--- src/rtl/pc_seq_ras.sv ---
// Fetch-stage program-counter sequencer with sequential, jump, branch, stall and
// call/return control through a circular return-address stack.
module pc_seq_ras #(
  parameter int unsigned ADDR_W    = 8,
  parameter int unsigned STEP      = 2,
  parameter int unsigned OFF_W     = 8,
  parameter int unsigned RESET_VEC = 0,
  parameter int unsigned RAS_DEPTH = 4
) (
  input  logic              clk,
  input  logic              rst,
  input  logic              stall,
  input  logic              jump_en,
  input  logic [ADDR_W-1:0] jump_addr,
  input  logic              branch_en,
  input  logic [OFF_W-1:0]  branch_off,
  input  logic              call_en,
  input  logic              ret_en,
  output logic [ADDR_W-1:0] pc,
  output logic [ADDR_W-1:0] pc_next,
  output logic              ras_empty,
  output logic              ras_full,
  output logic              ras_overflow,
  output logic              ras_underflow
);

  localparam int unsigned       PTR_W   = $clog2(RAS_DEPTH);
  localparam int unsigned       CNT_W   = PTR_W + 1;
  localparam logic [ADDR_W-1:0] STEP_A  = ADDR_W'(STEP);
  localparam logic [ADDR_W-1:0] RST_PC  = ADDR_W'(RESET_VEC);
  localparam logic [CNT_W-1:0]  CNT_MAX = CNT_W'(RAS_DEPTH);
  localparam logic [CNT_W-1:0]  CNT_ONE = CNT_W'(1);
  localparam logic [PTR_W-1:0]  PTR_ONE = PTR_W'(1);

  logic [ADDR_W-1:0] ras [RAS_DEPTH];
  logic [PTR_W-1:0]  top;
  logic [PTR_W-1:0]  top_inc;
  logic [CNT_W-1:0]  count;
  logic [ADDR_W-1:0] pc_inc;
  logic [ADDR_W-1:0] off_ext;
  logic              push;
  logic              pop;
  logic              set_ovf;
  logic              set_unf;

  assign pc_inc    = pc + STEP_A;
  assign off_ext   = ADDR_W'($signed(branch_off));
  assign top_inc   = top + PTR_ONE;
  assign ras_empty = (count == '0);
  assign ras_full  = (count == CNT_MAX);

  // Next-PC selection in priority order: stall, ret, call, jump, branch, increment
  always_comb begin
    pc_next = pc_inc;
    push    = 1'b0;
    pop     = 1'b0;
    set_ovf = 1'b0;
    set_unf = 1'b0;
    if (stall) begin
      pc_next = pc;
    end else if (ret_en) begin
      if (!ras_empty) begin
        pc_next = ras[top];
        pop     = 1'b1;
      end else begin
        set_unf = 1'b1;
      end
    end else if (call_en) begin
      pc_next = jump_addr;
      push    = 1'b1;
      set_ovf = ras_full;
    end else if (jump_en) begin
      pc_next = jump_addr;
    end else if (branch_en) begin
      pc_next = pc + off_ext;
    end
  end

  // A full stack keeps its count; the push lands on the oldest slot
  always_ff @(posedge clk or posedge rst) begin
    if (rst) begin
      pc            <= RST_PC;
      top           <= '0;
      count         <= '0;
      ras_overflow  <= 1'b0;
      ras_underflow <= 1'b0;
    end else begin
      pc <= pc_next;
      if (push) begin
        top <= top_inc;
        if (!ras_full) count <= count + CNT_ONE;
      end else if (pop) begin
        top   <= top - PTR_ONE;
        count <= count - CNT_ONE;
      end
      if (set_ovf) ras_overflow  <= 1'b1;
      if (set_unf) ras_underflow <= 1'b1;
    end
  end

  // Stack storage carries no reset; contents are only meaningful below count
  always_ff @(posedge clk) begin
    if (push) ras[top_inc] <= pc_inc;
  end

endmodule

--- config.mk ---
export PLATFORM = sky130hd
export DESIGN_NAME = pc_seq_ras
export DESIGN_NICKNAME = d
export VERILOG_FILES = /design/src/rtl/pc_seq_ras.sv
export SDC_FILE = /design/constraint.sdc
export NUM_CORES = 1
export LEC_CHECK = 0
export CAP_MARGIN = 20
export CORE_MARGIN = 1.5
export CORE_UTILIZATION = 57
export DETAILED_ROUTE_END_ITERATION = 6
export GPL_TIMING_DRIVEN = 0
export PLACE_DENSITY = 0.92
export RECOVER_POWER = 50
export SLEW_MARGIN = 15
export SYNTH_ARGS = -nofsm -noshare
export SYNTH_HDL_FRONTEND = slang
export SYNTH_SLANG_ARGS = --single-unit
--- constraint.sdc ---
create_clock -name clk -period 6.77 [get_ports clk]
set_input_delay 1.0155 -clock clk [delete_from_list [all_inputs] [get_ports clk]]
set_output_delay 1.0155 -clock clk [all_outputs]
set_load 0.01 [all_outputs]
==> results.py, run 1 <==
metrics = {
    "logic_synthesis": {
        "synthesis.nets": 270,
        "ys_ff_latch": 47,
        "postSynthCellCount": 233,
        "ys_types": 53,
        "ys_warn_count": 0,
        "yosys.area.top_type": "edfxtp_1",
        "synth_area_leaders": "edfxtp_1 (35%), dfrtp_1 (14%), mux4_2 (5.7%)",
        "synth_seq_area_share_pct": 48.6,
        "synth_edf_count": 32,
        "synth_area_um2": 2750,
        "netlist.area_leader.share_pct": 35.0,
        "synth-async-reset-ratio_pct": 31.9,
        "syn_area_per_cell_um2": 11.8,
        "synth_flop_cell": "edfxtp_1",
    },
    "placement": {
        "dpl_cell_area_um2": 3240,
        "hpwl_mm": 4.55,
        "place.gp.congestion": 0.889,
        "dp.cells": 329,
        "io_buffers": 42,
        "dp_slack_ps": 2170,
    },
    "routing": {
        "via_per_inst": 6.33,
        "wl_met2_mm": 3.00,
        "dr.pass1.iters": 5,
        "wl_met3_um": 507,
        "wire_per_inst_um": 18.3,
        "drc": 0,
        "drt-total-wl_mm": 6.18,
        "vias": 2133,
        "wl_met1_mm": 2.48,
        "top_layer": "met4",
        "postRouteAntennaNets": 0,
        "drt_iter0_markers": 196,
    },
    "layout": {
        "mostFrequentLayoutCells": "clkdlybuf4s50_1 (33), edfxtp_1 (32), nand2_1 (19), nor2_1 (16), o21ai_0 (16)",
        "antenna_cells": 0,
        "fill_cells": 334,
        "final_cells": 337,
        "area_delta_synth_final_pct": 20.9,
        "fin_util_pct": 70.8,
        "layout-drive-gt1-share_pct": 12.4,
        "multiInputGateArea_um2": 1250,
        "final_common_cell": "clkdlybuf4s50_1",
        "fin_area_um2": 3320,
        "register_area_um2": 1340,
        "layout.nets": 319,
    },
    "setup_path": {
        "path_max_fanout": 3,
        "crit_type": "input pin to primary output",
        "worstPathCellList": "clkdlybuf4s50_1, ha_1, inv_1, fa_1, nand2b_1, a21oi_1, xor2_1, a211oi_1, o21ai_0, clkdlybuf4s50_1",
        "critical_path_arrival_ps": 3590,
        "start_kind": "input pin",
        "cp-end-kind": "primary output",
        "critPathBufInv": 3,
        "cp_top_family": "buffers and inverters",
        "cp_slowest_stage_delay_ps": 590,
        "cp.required_ps": 5750,
        "crit_top_cell": "clkdlybuf4s50_1",
        "cpMaxStageDelayCell": "clkdlybuf4s50_1",
    },
    "clock_tree": {
        "clk_pin_slew_ps": 90,
        "cts_tree": "yes",
        "cts_buffer_depth": 2,
        "post_cts_resized": 0,
        "htree_levels": 2,
        "postCtsSetupBuffers": 0,
        "cts-hold-fix-buffers": 0,
        "clock_sinks": 47,
        "cts_buffers": 5,
        "insertion_delay_ps": 310,
        "root_buffer": "clkbuf_8",
    },
    "timing": {
        "hold_violations": 0,
        "timing.setup.tns_ps": 0,
        "slew_violations": 0,
        "slew-limit-headroom_pct": 59.3,
        "rsz0062_at_grt": "false",
        "finalCritPeriodShare_pct": 68.0,
        "clock.fmax_ghz": 0.217,
        "finClkSkew_ps": 7.03,
        "tightest_slew_ps": 610,
        "holdWs_ps": 478,
        "setup-violations-final": 0,
        "min_period_ps": 4600,
        "setup_ws_ps": 2170,
    },
    "run": {
        "max-cap-violations": 0,
    },
    "die": {
        "pin_count": 43,
        "die_area_um2": 5250,
        "die_x_um": 72.4,
        "core-area_um2": 4690,
        "die_h_um": 72.4,
        "rows": 25,
        "start_util_pct": 58.6,
    },
    "grt": {
        "grt_usage_pct": 26.1,
        "grt_pass1_wl_mm": 10.2,
        "grt_start_max_net_pins": 16,
        "grt_overflow": 0,
        "grt_pass1_vias": 2133,
        "grt_antenna_before_repair": 0,
    },
    "worst_hold_path": {
        "hp-class": "flip-flop to flip-flop",
    },
    "power_and_ir_drop": {
        "ir_drop_mv": 0.190,
        "total_power_mw": 1.24,
        "p_per_area_nw_per_um2": 373,
        "p_leak_nw": 1.30,
    },
    "status": {
        "outcome": "completed",
    },
}
[cells in the mapped netlist (2+ instances only)]
cell,n
edfxtp_1,32
nand2_1,19
nor2_1,16
o21ai_0,16
dfrtp_1,15
a21oi_1,12
ha_1,12
inv_1,11
and3_1,8
nand3_1,8
mux4_2,7
xnor2_1,6
xor2_1,6
a31oi_1,5
a211oi_1,4
buf_6,4
clkbuf_8,3
or3_1,3
a21o_1,2
a221oi_1,2
a22oi_1,2
buf_2,2
clkbuf_1,2
fa_1,2
mux2_2,2
mux2i_1,2
nand2b_1,2
o211ai_1,2
o21bai_1,2
[sequential cells by signal (all words and copies together) (netlist names)]
register       cells
ras               32
pc                 8
count              3
top                2
ras_overflow       1
ras_underflow      1
[path summary, 6_finish.rpt]
check / from / endpoint / slack [ps] / depth (start not counted)
setup / recovery: branch_off[0] / pc_next[4] / 2170 / 10
hold / removal: ras_underflow$_DFFE_PP0P_ / ras_underflow$_DFFE_PP0P_ / 480 / 1
setup reg to reg: pc[0]$_DFF_PP0_ / pc[6]$_DFF_PP0_ / 4450 / 8
hold reg to reg: ras_underflow$_DFFE_PP0P_ / ras_underflow$_DFFE_PP0P_ / 480 / 1
max in group asynchronous: rst / pc[6]$_DFF_PP0_ / 5150 / 2
min in group asynchronous: rst / pc[2]$_DFF_PP0_ / 1220 / 2
[where the power goes]
part	leakage, nW	internal (mW)	switching (mW)
Combinational	0.795	0.299	0.307
Clock	0.0418	0.0743	0.101
Sequential	0.463	0.394	0.0654
[final cells by class]
cell class	instances	area share (%)
flip-flops and latches	47	40.2
multi-input cells	162	37.6
repair buffers	42	12.7
plain buffers	12	3.31
clock buffers	6	2.18
well taps	54	2.03
inverters	12	1.51
clock inverters	2	0.489
[layer usage]
layer | vias up | track usage [%]
met5 | - | 0
met4 | 0 | 11.3
met3 | 16 | 4.58
met2 | 115 | 42.8
met1 | 1029 | 34.4
li1 | 973 | -
[logic make-up (layout without fill, tap and decap cells)]
logic type	after synthesis	after routing	synth area share, %
xor+xnor	12	12	3.83
mux	13	13	8.79
compound gates	60	60	15.1
flops	47	47	48.6
buf+inv	24	74	5.87
simple gates	63	63	10.8
fa+ha+maj	14	14	6.92
Note: power is estimated with default switching activity, not from simulation.
==> run 2: changes to the inputs <==
CORE_UTILIZATION = 54   (was 57)
PLACE_DENSITY = 0.88   (was 0.92)
clock period = 4.5 ns   (was 6.77 ns; I/O delays follow)
==> results.py, run 2 (synthesis results as in run 1) <==
metrics = {
    "setup_path": {
        "r2r_end": "pc[6]$_DFF_PP0_",
        "critical_path_arrival_ps": 3300,
        "critPathBufInv": 3,
        "cp_slowest_stage_delay_ps": 600,
        "start_kind": "input pin",
        "crit_top_cell": "clkdlybuf4s50_1",
        "cp_top_family": "buffers and inverters",
        "cp-end-kind": "primary output",
        "cpMaxStageDelayCell": "clkdlybuf4s50_1",
        "worstPathCellList": "clkdlybuf4s50_1, ha_1, inv_1, fa_1, nand2b_1, a21oi_1, xor2_1, a211oi_1, o21ai_0, clkdlybuf4s50_1",
        "path_max_fanout": 3,
        "reg2reg_from": "pc[0]$_DFF_PP0_",
        "r2r_cells": 8,
        "crit_type": "input pin to primary output",
        "reg2reg_slack_ps": 2200,
        "cp.required_ps": 3830,
    },
    "power_and_ir_drop": {
        "ir_drop_mv": 0.298,
        "p_leak_nw": 1.31,
        "p_per_area_nw_per_um2": 561,
    },
    "grt": {
        "grt_pass1_vias": 2049,
        "grt_pass1_wl_mm": 10.1,
        "grt_usage_pct": 25.3,
        "grt_start_max_net_pins": 19,
        "grt_overflow": 0,
        "grt_antenna_before_repair": 0,
    },
    "layout": {
        "layout-drive-gt1-share_pct": 12.7,
        "fill_cells": 365,
        "final_common_cell": "clkdlybuf4s50_1",
        "largest_reg_flops": 32,
        "antenna_cells": 0,
        "fin_area_um2": 3350,
        "layout.nets": 319,
        "final_cells": 350,
        "top_register": "ras",
        "area_delta_synth_final_pct": 21.9,
        "register_area_um2": 1340,
        "multiInputGateArea_um2": 1250,
        "fin_util_pct": 69.5,
        "largest_registers": "ras x32, pc x8, count x3",
        "mostFrequentLayoutCells": "clkdlybuf4s50_1 (33), edfxtp_1 (32), nand2_1 (19), nor2_1 (16), o21ai_0 (16)",
    },
    "timing": {
        "slew-limit-headroom_pct": 61.1,
        "hold_violations": 0,
        "finalCritPeriodShare_pct": 88.2,
        "timing.setup.tns_ps": 0,
        "setup_ws_ps": 529,
        "slew_violations": 0,
        "finClkSkew_ps": 12.8,
        "rsz0062_at_grt": "false",
        "tightest_slew_ps": 583,
        "setup-violations-final": 0,
        "min_period_ps": 3970,
        "clock.fmax_ghz": 0.252,
    },
    "clock_tree": {
        "cts_tree": "yes",
        "htree_levels": 2,
        "insertion_delay_ps": 320,
        "post_cts_resized": 0,
        "root_buffer": "clkbuf_8",
        "clock_sinks": 47,
        "cts-hold-fix-buffers": 0,
        "clk_pin_slew_ps": 100,
        "postCtsSetupBuffers": 0,
        "cts_buffers": 5,
        "cts_buffer_depth": 2,
    },
    "placement": {
        "place.gp.congestion": 0.843,
        "dp_slack_ps": 544,
        "dp.cells": 342,
        "io_buffers": 42,
        "hpwl_mm": 4.60,
        "dpl_cell_area_um2": 3250,
    },
    "routing": {
        "drt-total-wl_mm": 6.12,
        "postRouteAntennaNets": 0,
        "drc": 0,
        "drt_iter0_markers": 187,
        "via_per_inst": 5.94,
        "dr.pass1.iters": 4,
        "vias": 2078,
        "wire_per_inst_um": 17.5,
    },
    "die": {
        "rows": 25,
        "start_util_pct": 57.0,
        "die_h_um": 74.3,
        "die_x_um": 74.3,
        "pin_count": 43,
        "die_area_um2": 5520,
        "core-area_um2": 4820,
    },
    "worst_hold_path": {
        "hold_path.startpoint": "ras_underflow$_DFFE_PP0P_",
        "whs_path_depth": 1,
        "hp-class": "flip-flop to flip-flop",
        "hold_end": "ras_underflow$_DFFE_PP0P_",
    },
    "run": {
        "max-cap-violations": 0,
    },
    "status": {
        "outcome": "completed",
    },
}
run 2: cell types whose count changed in the layout (fill, tap and decap cells not counted):
cell	delta
clkbuf_1	-1
clkinvlp_4	-1
inv_6	+1
inv_8	+1
run 2: power breakdown:
group	switching [mW]	internal, mW	leakage, nW
logic	0.458	0.449	0.795
clock network	0.165	0.117	0.0511
registers	0.0964	0.593	0.463
total	0.720	1.16	1.31
run 2: final cells by class:
| class | count | area share [%] |
|---|---|---|
| sequential | 47 | 39.9 |
| multi-input combinational | 162 | 37.3 |
| timing repair buffer | 42 | 12.6 |
| buffer | 12 | 3.29 |
| tap | 67 | 2.50 |
| clock buffer | 5 | 2.06 |
| inverter | 12 | 1.49 |
| clock inverter | 3 | 0.859 |
run 2: worst max-delay path by stage:
stage	start	end	slack [ps]	cells past startpoint
finish	branch_off[0]	pc_next[4]	530	10
global route	branch_off[0]	pc_next[4]	400	10
CTS	branch_off[0]	pc_next[4]	530	10
detailed placement	branch_off[0]	pc_next[4]	540	10
global placement	branch_off[0]	pc_next[4]	590	10
floorplan	branch_off[0]	pc_next[4]	1690	8
run 2: per-layer routing:
metal	global-route usage (%)	up-vias	routed length, um
li1	-	975	-
met1	35.8	1002	2530
met2	38.8	88	3020
met3	4.07	13	418
met4	11.5	0	150
met5	0	-	0
run 2: stage by stage:
stage | total power [mW] | hold slack, ps
6_report | 1.88 | 492
5_1_grt | 2.01 | 500
4_1_cts | 1.90 | 492
3_5_place_dp | 1.61 | 467
3_3_place_gp | 1.58 | 461
2_1_floorplan | 1.28 | 451
